## config.mk

```make
export PLATFORM = sky130hd
export DESIGN_NAME = updown_mod_counter
export DESIGN_NICKNAME = d
export VERILOG_FILES = /design/src/rtl/updown_mod_counter.sv
export SDC_FILE = /design/constraint.sdc
export NUM_CORES = 1
export LEC_CHECK = 0
export BUFFER_PORTS_ARGS = -buffer_cell sky130_fd_sc_hd__buf_2
export CORE_UTILIZATION = 25
export DETAILED_ROUTE_END_ITERATION = 8
export PLACE_DENSITY_LB_ADDON = 0.25
export RECOVER_POWER = 25
export SLEW_MARGIN = 0
export SYNTH_ARGS = -nofsm -noshare
export SYNTH_HDL_FRONTEND = slang
export SYNTH_SLANG_ARGS = --single-unit
```

## constraint.sdc

```tcl
create_clock -name clk -period 2 [get_ports clk]
set_input_delay 0.1 -clock clk [delete_from_list [all_inputs] [get_ports clk]]
set_output_delay 0.1 -clock clk [all_outputs]
set_load 0.1 [all_outputs]
```

## src/rtl/updown_mod_counter.sv

```systemverilog
// Up/down modulo-(MAX_VAL+1) counter: y updates 1 cycle after the sampled controls, tc is combinational.
// No backpressure. Define UPDOWN_MOD_COUNTER_SAT_EN to saturate at the bounds instead of wrapping.
module updown_mod_counter #(
  parameter int WIDTH   = 8,
  parameter int MAX_VAL = 2**WIDTH-1,
  parameter int RST_VAL = 0
) (
  input  logic             clk,
  input  logic             ret,
  input  logic             en,
  input  logic             up,
  input  logic             load,
  input  logic             pre,
  input  logic [WIDTH-1:0] a,
  output logic [WIDTH-1:0] y,
  output logic             tc,
  output logic             wrap
);

  localparam logic [WIDTH-1:0] MAX_V = WIDTH'(MAX_VAL);
  localparam logic [WIDTH-1:0] RST_V = WIDTH'(RST_VAL);
  localparam logic [WIDTH-1:0] ONE   = WIDTH'(1);

  logic [WIDTH-1:0] y_nxt;
  logic             at_max;
  logic             at_zero;

  assign at_max  = (y == MAX_V);
  assign at_zero = (y == '0);
  assign tc      = up ? at_max : at_zero;

`ifdef UPDOWN_MOD_COUNTER_SAT_EN
  always_comb begin
    y_nxt = y;
    if (pre) begin
      y_nxt = MAX_V;
    end else if (load) begin
      y_nxt = (a > MAX_V) ? MAX_V : a;
    end else if (en) begin
      // At a bound the count simply holds.
      if (up && !at_max) begin
        y_nxt = y + ONE;
      end else if (!up && !at_zero) begin
        y_nxt = y - ONE;
      end
    end
  end

  assign wrap = 1'b0;

  always_ff @(posedge clk or negedge ret) begin
    if (!ret) begin
      y <= RST_V;
    end else begin
      y <= y_nxt;
    end
  end
`else
  logic wrap_nxt;

  always_comb begin
    y_nxt    = y;
    wrap_nxt = 1'b0;
    if (pre) begin
      y_nxt = MAX_V;
    end else if (load) begin
      y_nxt = (a > MAX_V) ? MAX_V : a;
    end else if (en) begin
      // Wrap at MAX_VAL, not at 2**WIDTH, so y never leaves 0..MAX_VAL.
      if (up) begin
        if (at_max) begin
          y_nxt    = '0;
          wrap_nxt = 1'b1;
        end else begin
          y_nxt = y + ONE;
        end
      end else begin
        if (at_zero) begin
          y_nxt    = MAX_V;
          wrap_nxt = 1'b1;
        end else begin
          y_nxt = y - ONE;
        end
      end
    end
  end

  always_ff @(posedge clk or negedge ret) begin
    if (!ret) begin
      y    <= RST_V;
      wrap <= 1'b0;
    end else begin
      y    <= y_nxt;
      wrap <= wrap_nxt;
    end
  end
`endif

endmodule

```

=== After elaboration in Yosys (flattened, before gate mapping) ===
Index checks and enable logic that the tools add are counted.
W data, S select, Z words.

* Register bits after elaboration: 9
* Bits of input ports: 14
* Output and inout port bits: 10
* Logic and storage cells: 22

* $add $sub $neg: 2
* Order comparisons: 1
* Equality and inequality tests: 1
* Mux-type cells: 14
* Reductions and logical operators: 2

{| class="wikitable"
|+ Operators by type and width
! operator !! number
|-
| $mux W8 || 7
|-
| $add A8 B1 Y8 const B || 1
|-
| $eq A8 B8 Y1 const B || 1
|-
| $gt A8 B8 Y1 const B || 1
|-
| $logic_not A8 Y1 || 1
|-
| $sub A8 B1 Y8 const B || 1
|-
| $mux W1 || 7
|-
| $reduce_bool A3 Y1 || 1
|}

=== Logic depth before layout (Yosys ltp) ===
* Word-level depth: 6
* Mapped depth: 7
* Mapped depth without buffers: 6

=== Worst setup path after synthesis ===
No wires, ideal clock.

* Path type: register to output
* Start point: register y[0]
* End point: output port tc
* Data arrival time: 2531 ps
* Data required time: 1900 ps
* Slack: -631 ps
* Cell stages (with the launch flop): 7
* Buffers on the path: 1
* Path through: dfrtp_1 -> clkbuf_1 -> inv_1 -> ha_1 -> nor3b_1 -> nand3_1 -> nand2_1

* Longest elaborated chain between the ends: 2
* Elaborated cells on any way between the ends: 3
* Classes of those cells: 1 x eq/ne; 1 x mux; 1 x reduce/logical

{| class="wikitable"
|+ RTL lines
! element !! RTL line !! source
|-
| start, declared || 15 || <nowiki>output logic [WIDTH-1:0] y,</nowiki>
|-
| start signal, assigned || 93 || <nowiki>y <= y_nxt;</nowiki>
|-
| $eq A8 B8 Y1 / $logic_not A8 Y1 (equally long branches) || 28, 29 ||
|-
| $mux W1 * || 30 || <nowiki>assign tc = up ? at_max : at_zero;</nowiki>
|-
| end, declared || 16 || <nowiki>output logic tc,</nowiki>
|}

Every way passes the cells marked *; elsewhere a longest branch is shown, timed or not.

=== Final worst setup path ===
* Start point: register y[4]
* End point: output port tc

The elaborated chain is that of the path after synthesis.

==> results.txt <==
* Gr ovfl total: 0
- Detail-routed via count per cell: 5.37
- CTS built an H-tree with a depth of 1.
* Slack of the worst reg-to-reg path: 0.18 ns
* Post-synthesis cell type count: 39
- At the worst endpoint, the arrival time is 1.83 ns.
* Post-route DRC violation count: 0
* Starting density of the core: 26.5%
- Site row count: 21
- When the netlist entered floorplanning its net count stood at 136.
* Sequential cell area: 236 um2
- I/O pin cnt: 24
* Final setup violating endpoints: 0
- Input/output buffers: 23
- The synthesized design contains 9 register bits.
* Cell-internal power: about 0.37 mW
* Antenna violations before repair: 0
- Number of buffers created by CTS: 3
- Layout Area Growth over Synthesis: 25.1%
- The critical path in this run is classified as register to output port.
* CP Launch Type: register
- Crit-path cells: nor4_4 > nand3_1 > nand2_4 > buf_12
* Clock skew: 0.00456 ns
- The tool flagged a number of max-cap violations equal to 0.
- Switching fraction of total power: a little under half
* Highest-delay cell along the critical path: nor4_4
- Violation count after the first detailed-routing iteration: 32
- Post-Layout Cell Count: 184
* Cell area after placement: 1060 um2
* Worst path required time: between 1.5 and 2 ns
- Routed wire length: 2590 um
* Endpoints failing hold: 0
* Slew @ Worst Pin: 0.567 ns
- Combinational cells account for a little over two fifths of the total power.
* Most common flop cell mapped by yosys: dfrtp_1
* Clock transition at the register clock pins on the worst setup and hold paths after CTS: around 0.070 ns
* Fraction of power consumed by the clock network: ~23%
* Crit path capture type: output port
- Gate count of the mapped netlist: 119
- The worst-case IR drop observed on VDD is 0.000246 V.
* Vias in the first global route: 957
- For this design the static power due to leakage is roughly 0.49 nW.
- Antenna diode instance count: 0
- Router iterations before antenna repair: 4
- Final routed wire length divided by cell count: roughly 14 um
- In this run the mean area of a mapped cell was 7.55 um2.
- Final Util: between 30% and 40%
- Clk sinks: 9
- Sequential elements use 25.1% of the synthesized area.
* Fraction of layout cells with a size suffix above 1: 30.4%
- In this run the clock root is driven by a clkbuf_4.
- The completed layout was analyzed and its total power is 0.702 mW.
* Die footprint: ~3800 um2
- Yosys printed 0 warnings.
- The total area inside the core boundary comes to 3390 um2.
- In this run the tightest slew margin relative to its limit is 62.2%.
* Fin area: 1120 um2
* P per Cell Area: 625 nW/um2
- Maximum number of pins on one net before global-route repair: 21
- Via count: around 1,000
- Overall die width: 61.9 um
* Maximum buffer depth of the clock tree: 2
- Reg power frac: between 30% and 40%
- Worst skew pair latency: 0.28 ns
- The number of placed instances, taps included, is about 180.
- The smallest clock period supported by the final layout is computed as roughly 1.9 ns.
- The tightest min-delay check is of the input port to register type.
- Antenna Nets Post-Route: 0
- The number of max-slew violations in the final report was 0.
- DP Wirelength: approximately 1900 um
- In this design, the largest share of critical-path delay is due to simple AND/OR/NAND/NOR gates.
* Total global-route track usage: between 15 and 20%
- In this run the worst path has a maximum fanout of 8.
- Buf+Inv Stages, Crit Path: 1
* Setup_tns: 0 ns
- After filler insertion, the fill cell instance count of the layout stands at 371.
- Yosys mapped a number of flops with a built-in enable equal to 0.
* First-pass GRT wire length: 4670 um
- TritonCTS built the clock tree.
- Result of the run: finished clean
- Counting flops with an async set or reset pin after synthesis yields a share of 100%.
- Dividing the final minimum period by the clock period gives 96.3%.
- The multi-input combinational cells in the finished layout cover a total of 623 um2.
* Upper clock frequency limit: 0.519 GHz
- Largest stage delay on the critical path: 0.52 ns
* Post-layout net count: 156
- The synthesized netlist occupies a cell area of approximately 900 um2.
- Net Switching: 0.336 mW
* Height of the die: 61.9 um
- Routability-driven placement finished with a final weighted congestion of 0.828.
cell usage in the layout (no fill, tap or decap), types with 3 or more instances in the layout:
| master | count |
|---|---|
| o21ai_0 | 3 |
| nor3_1 | 4 |
| inv_1 | 7 |
| nor2_1 | 9 |
| nand2b_1 | 3 |
| clkbuf_4 | 3 |
| nor3b_1 | 3 |
| nand2_1 | 11 |
| buf_2 | 21 |
| dfrtp_2 | 6 |
| nand3_1 | 7 |
| a21oi_1 | 12 |
| xnor2_1 | 4 |
synthesized netlist by cell type, types with 3 or more instances:
cell / number / area [um2]
a21oi_1: 12 / 60.1
clkbuf_1: 5 / 18.8
dfrtp_1: 9 / 225
ha_1: 3 / 37.5
inv_1: 7 / 26.3
nand2_1: 12 / 45.0
nand2b_1: 3 / 18.8
nand3_1: 7 / 35.0
nor2_1: 10 / 37.5
nor3_1: 4 / 20.0
nor3b_1: 5 / 37.5
o21ai_0: 3 / 15.0
xnor2_1: 4 / 35.0
registers in the layout, summed over array words and instances, names as in the netlist:
name / flops
y: 8
wrap: 1
layer usage:
metal | global-route usage [%] | vias to the layer above | part of all wire (%)
li1 | - | 473 | -
met4 | 7.62 | 0 | 0.97
met3 | 2.28 | 3 | 6.4
met5 | 0 | - | 0
met1 | 22.5 | 471 | 43
met2 | 26.6 | 41 | 49
repair_timing:
item	in CTS	in global routing
resized for setup	2	2
setup endpoints to repair	1	2
buffers inserted	0	2
hold buffers	1	0
hold endpoints to repair	9	0
metrics by stage:
| stage | hold WS, ns | setup WS, ns |
|---|---|---|
| after floorplan | -0.196 | 0.0253 |
| after global placement | -0.0182 | 0.241 |
| after detailed placement | -0.0132 | 0.193 |
| after CTS | 0.0417 | 0.00612 |
| after global routing | 0.0538 | -0.00296 |
| final | 0.0367 | 0.0736 |
cell type report:
type,count,area share (%)
well taps,46,5.12
clock buffers,4,2.34
flip-flops and latches,9,21.0
inverters,7,2.34
repair buffers,26,13.7
multi-input cells,92,55.5
final timing paths:
check	from	end	cells after the start
min reg2reg	y[5]	y[5]	2
max	y[4]	tc	4
min in group asynchronous	ret	wrap	2
max in group asynchronous	ret	y[0]	2
min	a[2]	y[2]	3
max reg2reg	y[0]	y[4]	7
logic make-up (layout without fill, tap and decap cells):
| kind of cell | after synthesis | after routing | share of synthesized area (%) |
|---|---|---|---|
| compound gates | 36 | 36 | 28.4 |
| mux | 1 | 1 | 1.11 |
| buf+inv | 18 | 37 | 8.77 |
| fa+ha+maj | 3 | 3 | 4.18 |
| xor+xnor | 5 | 5 | 4.87 |
| flops | 9 | 9 | 25.1 |
| simple gates | 47 | 47 | 27.6 |
tightest hold or removal path: stages:
cell and delay (ns):
buf_2 0.08, a21oi_1 0.05, o41ai_1 0.05
power groups by stage:
stage	Clock [mW]	Combinational, mW	Sequential (mW)
after floorplan	0	0.161	0.322
final	0.159	0.303	0.240
after CTS	0.162	0.305	0.239
after global placement	0	0.300	0.241
after detailed placement	0	0.300	0.242
after global routing	0.168	0.330	0.245
(Power assumes the default switching activity.)
